<file path="config.mk">
export PLATFORM = sky130hd
export DESIGN_NAME = taylor_core_sched
export DESIGN_NICKNAME = d
export VERILOG_FILES = /design/src/rtl/taylor_sched_pkg.sv /design/src/rtl/taylor_rr_pick.sv /design/src/rtl/taylor_core_sched.sv
export SDC_FILE = /design/constraint.sdc
export NUM_CORES = 2
export LEC_CHECK = 0
export ABC_AREA = 1
export BUFFER_PORTS_ARGS = -buffer_cell sky130_fd_sc_hd__buf_2
export CORE_AREA = 2 2 425 427
export DETAILED_ROUTE_END_ITERATION = 8
export DIE_AREA = 0 0 427 429
export PLACE_DENSITY_LB_ADDON = 0.2
export SLEW_MARGIN = 30
export SYNTH_ARGS = -nofsm -noshare
export SYNTH_HDL_FRONTEND = slang
export SYNTH_SLANG_ARGS = --single-unit
export TNS_END_PERCENT = 50
</file>
<file path="constraint.sdc">
create_clock -name clk -period 22.7 [get_ports clk]
set_input_delay 4.54 -clock clk [delete_from_list [all_inputs] [get_ports clk]]
set_output_delay 4.54 -clock clk [all_outputs]
set_load 0.02 [all_outputs]
</file>
<file path="src/rtl/taylor_sched_pkg.sv">
// Shared constants, state type and helpers for the taylor core scheduler.
package taylor_sched_pkg;

  localparam int N_CORES_DEF = 34;
  localparam int DW_DEF      = 28;
  localparam int STAGGER_DEF = 10;

  typedef enum logic [0:0] {
    SEQ = 1'b0,
    RUN = 1'b1
  } sched_state_t;

  function automatic int idx_w(input int n);
    return $clog2(n);
  endfunction

endpackage

</file>
<file path="src/rtl/taylor_rr_pick.sv">
// Combinational round-robin picker: first set request strictly after i_ptr,
// searching upward and wrapping from N-1 back to 0.
module taylor_rr_pick
  import taylor_sched_pkg::*;
#(
  parameter int N  = N_CORES_DEF,
  parameter int IW = idx_w(N)
) (
  input  logic [N-1:0]  i_req,
  input  logic [IW-1:0] i_ptr,
  output logic [N-1:0]  o_gnt,
  output logic [IW-1:0] o_idx,
  output logic          o_any
);

  logic [IW-1:0] w_cand;

  // Walk from farthest to nearest so the closest requester is written last.
  always_comb begin
    o_idx  = '0;
    o_any  = 1'b0;
    w_cand = '0;
    for (int k = N; k >= 1; k--) begin
      w_cand = IW'((int'(i_ptr) + k) % N);
      if (i_req[w_cand]) begin
        o_idx = w_cand;
        o_any = 1'b1;
      end
    end
  end

  genvar gi;
  generate
    for (gi = 0; gi < N; gi++) begin : g_onehot
      assign o_gnt[gi] = o_any && (o_idx == IW'(gi));
    end
  endgenerate

endmodule

</file>
<file path="src/rtl/taylor_core_sched.sv">
// Staggered reset release plus round-robin output arbitration for the core bank.
// Optional TAYLOR_SCHED_STATS_EN adds a saturating transfer counter port xfer_cnt.
module taylor_core_sched
  import taylor_sched_pkg::*;
#(
  parameter  int N_CORES = N_CORES_DEF,
  parameter  int DW      = DW_DEF,
  parameter  int STAGGER = STAGGER_DEF,
  localparam int IDW     = idx_w(N_CORES)
) (
  input  logic                  clk,
  input  logic                  rst,
  output logic [N_CORES-1:0]    core_rst,
  input  logic [N_CORES-1:0]    core_vld,
  input  logic [N_CORES*DW-1:0] core_data,
  output logic [N_CORES-1:0]    core_ack,
  output logic [DW-1:0]         out_data,
  output logic [IDW-1:0]        out_id,
  output logic                  out_vld,
  input  logic                  out_rdy,
  output logic                  seq_done
`ifdef TAYLOR_SCHED_STATS_EN
  ,
  output logic [15:0]           xfer_cnt
`endif
);

  localparam int            CW          = (STAGGER > 1) ? $clog2(STAGGER) : 1;
  localparam logic [CW-1:0] STAG_RELOAD = CW'(STAGGER - 1);
  localparam logic [0:0]    ST_SEQ      = SEQ;
  localparam logic [0:0]    ST_RUN      = RUN;

  logic [0:0]         r_state;
  logic [CW-1:0]      r_cnt;
  logic [IDW-1:0]     r_rel_idx;
  logic [N_CORES-1:0] r_core_rst;
  logic               r_seq_done;
  logic [IDW-1:0]     r_ptr;
  logic [DW-1:0]      r_out_data;
  logic [IDW-1:0]     r_out_id;
  logic               r_out_vld;

  logic [N_CORES-1:0] w_elig;
  logic [N_CORES-1:0] w_gnt;
  logic [IDW-1:0]     w_gnt_idx;
  logic               w_any;
  logic               w_load;
  logic [DW-1:0]      w_sel_data;

  assign w_elig     = core_vld & ~r_core_rst;
  assign w_load     = ~r_out_vld | out_rdy;
  assign w_sel_data = core_data[w_gnt_idx*DW +: DW];

  taylor_rr_pick #(
    .N  (N_CORES),
    .IW (IDW)
  ) u_pick (
    .i_req (w_elig),
    .i_ptr (r_ptr),
    .o_gnt (w_gnt),
    .o_idx (w_gnt_idx),
    .o_any (w_any)
  );

  // A grant during rst would be dropped by the register clear, so never ack it.
  assign core_ack = (w_load && !rst) ? w_gnt : '0;

  // Release one core whenever the countdown reaches zero; leave SEQ once none remain.
  always_ff @(posedge clk) begin
    if (rst) begin
      r_state    <= ST_SEQ;
      r_cnt      <= '0;
      r_rel_idx  <= '0;
      r_core_rst <= '1;
      r_seq_done <= 1'b0;
    end else if (r_state == ST_SEQ) begin
      if (r_core_rst == '0) begin
        r_state    <= ST_RUN;
        r_seq_done <= 1'b1;
      end else if (r_cnt == '0) begin
        r_core_rst[r_rel_idx] <= 1'b0;
        r_rel_idx             <= r_rel_idx + 1'b1;
        r_cnt                 <= STAG_RELOAD;
      end else begin
        r_cnt <= r_cnt - 1'b1;
      end
    end
  end

  always_ff @(posedge clk) begin
    if (rst) begin
      r_ptr      <= IDW'(N_CORES - 1);
      r_out_data <= '0;
      r_out_id   <= '0;
      r_out_vld  <= 1'b0;
    end else if (w_load) begin
      if (w_any) begin
        r_out_data <= w_sel_data;
        r_out_id   <= w_gnt_idx;
        r_out_vld  <= 1'b1;
        r_ptr      <= w_gnt_idx;
      end else begin
        r_out_vld  <= 1'b0;
      end
    end
  end

`ifdef TAYLOR_SCHED_STATS_EN
  logic [15:0] r_xfer_cnt;

  always_ff @(posedge clk) begin
    if (rst) begin
      r_xfer_cnt <= '0;
    end else if (r_out_vld && out_rdy && (r_xfer_cnt != 16'hFFFF)) begin
      r_xfer_cnt <= r_xfer_cnt + 16'd1;
    end
  end

  assign xfer_cnt = r_xfer_cnt;
`endif

  assign core_rst = r_core_rst;
  assign seq_done = r_seq_done;
  assign out_data = r_out_data;
  assign out_id   = r_out_id;
  assign out_vld  = r_out_vld;

endmodule

</file>
==> run summary <==
status - completed
TritonCTS clock tree - yes
Setup Fix Bufs, Post-CTS - 0
Post-Synthesis Cells - 7130
RSZ-0062 raised after global routing - no
asr flop ratio synth - 0%
P&R area growth vs syn - 21.51%
total CTS buffers - 9
DP HPWL - 205200 µm
final wirelength - 246800 µm
Post-Syn Nets - 8257
CTS sink cnt - 83
GR Util met3 - 2.891%
Fin Clk Skew - 0.01687 ns
Top cell by count, worst path - nand2_1
Final setup viols - 0
Top FF cell, synth - dfxtp_1
Core ar. - 178000 µm²
initial antenna violation count - 38
Rows - 155
FF+latch area - 1664 µm²
commonest cells after routing, fill and taps aside - nand2_1, buf_2, nand3_1, inv_1, nor2_1
met2 track utilization from global routing - 40.92%
Fmax - 60.70 MHz
die height - 429 µm
global-route wire length before repair - 340400 µm
Hold-fix buffers, CTS - 0
GRT busiest layer - met2
period utilization - 72.57%
fillcell total - 21340
Seq cells post-synth - 83
WP data required - 18.16 ns
Final Hold Vio Count - 0
vias in the first global route - 46090
drt first-iter violations - 4870
fin. max-slew vios - 0
GRT overflow - 0
Initial Utilization - 19.36%
antenna viol nets, final - 0
CTS-repair resized insts - 0
commonest non-fill, non-tap cell in the layout - nand2_1
DRC viols - 0
met1 usage - 34.46%
slowest cell on the critical path - o21ai_1
synthesized cell area - 34460 µm²
total negative slack - 0 ns
CTS clk-pin slew, worst paths - 0.07 ns
area of the multi-input gates - 28360 µm²
worst slew margin relative to its limit - 27.21%
synthesis warning total - 0
Avg WL per Cell - 23.95 µm
Horiz. Die Dim - 427 µm
critical path endpoint category - output port
share of post-route cells with drive strength above 1 - 18.22%
Root Driver - clkbuf_16
Final #Nets - 9054
IO Port Bufs - 1092
largest net degree at the start of global routing - 102
CP Class - input pin to output port
first drt pass iteration count - 6
min cycle time layout - 16.47 ns
RePlAce Congestion - 0.9886
Crit Path Max Fanout - 99
register area share after synthesis - 4.822%
full die area - 183200 µm²
H-tree Lvls - 3
vias - 50050
Syn Area/Cell - 4.833 µm²
Setup crit start kind - input pin
routed vias/inst - 4.857
Ports - 1093
Max clock buf depth - 2
Cell variety after synth - 71
Worst Tran Pin Value - 1.084 ns
EDFF count, synth - 0
All-Layer GR Usage - 25.60%
Hold/Removal Path Class - register to register
MaxCap Viol Count - 0
Worst path max stage delay - 0.76 ns
crit path DAT - 11.93 ns
worst skew pair latency - 0.39 ns
[stage by stage]
step | instance area (µm²) | hold WS (ns) | instances | util (%) | setup slack (ns)
after floorplan | 34460 | 0.4439 | 7130 | - | 9.207
after global placement | 41480 | 0.4510 | 10270 | 23.30 | 6.401
after detailed placement | 41510 | 0.4561 | 10270 | 23.32 | 6.511
after CTS | 41820 | 0.4675 | 10290 | 23.49 | 6.504
after global routing | 41870 | 0.4859 | 10300 | 23.52 | 5.569
final | 41880 | 0.4686 | 10300 | 23.52 | 6.226
[critical path: cells and delay by family]
family / cells / cell delay, ns
AO/OA/AOI/OAI: 1 / 0.76
buffers and inverters: 5 / 1.41
AND/OR/NAND/NOR: 51 / 4.82
[flip-flops by register name, indices dropped and copies added, names as in the netlist, 2 cells and up]
register and flops:
out_id 2, core_rst 34, r_ptr 6, out_data 28
r_rel_idx 6, r_cnt 4
[cells in the mapped netlist (all sizes together) (2+ instances only)]
cell | n | area share, %
o41ai | 14 | 0.38
ha | 138 | 5.0
nand2 | 3479 | 38
o211ai | 54 | 1.2
nor3 | 59 | 0.90
inv | 651 | 7.1
a31o | 4 | 0.10
o22ai | 28 | 0.51
and2 | 3 | 0.054
nand4 | 45 | 0.84
a21boi | 2 | 0.044
buf | 246 | 4.6
clkbuf | 133 | 1.4
nand3b | 13 | 0.28
xor2 | 151 | 4.2
a31oi | 22 | 0.40
o221ai | 19 | 0.48
xnor2 | 24 | 0.63
o21a | 6 | 0.13
nor2 | 386 | 4.3
nand3 | 716 | 11
o32ai | 2 | 0.051
o21ai | 430 | 6.4
a21oi | 287 | 4.3
a211oi | 3 | 0.065
o311ai | 14 | 0.38
nor4 | 17 | 0.34
o31ai | 44 | 1.0
dfxtp | 83 | 4.8
clkinv | 19 | 0.21
or2 | 29 | 0.53
[metal layers]
metal | part of all wire [%] | vias to the layer above | routed length [µm]
li1 | - | 24260 | -
met1 | 44 | 23460 | 108200
met2 | 45 | 2056 | 111300
met3 | 6.3 | 258 | 15490
met4 | 4.8 | 10 | 11740
met5 | 0.027 | - | 67
[cell type report]
cell class                      instances  area share (%)
Clock inverter                          6          0.1733
Timing Repair Buffer                 1165           14.37
Sequential cell                        83           3.974
Multi-Input combinational cell       5998           67.72
Antenna cell                           16         0.09561
Clock buffer                           10          0.5707
Tap cell                             2355           7.037
Inverter                              670           6.060
[cells by family after synthesis]
group	count (synthesis)	share of synthesized area [%]
buffers and inverters	1049	13.33
multiplexers	1	0.02905
XOR/XNOR	175	4.851
AO/OA/AOI/OAI	934	15.62
adder cells (fa/ha/maj)	138	5.010
AND/OR/NAND/NOR	4750	56.34
flip-flops	83	4.822
[final timing paths]
path         cells after the start          from            to  slack [ns]
max reg2reg                     73      r_ptr[1]   out_data[5]        9.94
min                              2     out_id[5]     out_id[5]        0.47
min reg2reg                      2     out_id[5]     out_id[5]        0.47
max                             57  core_vld[14]  core_ack[32]        6.23
Power is not shown: default switching activity piles up to over one toggle a cycle in this logic, so the estimate is an artifact.
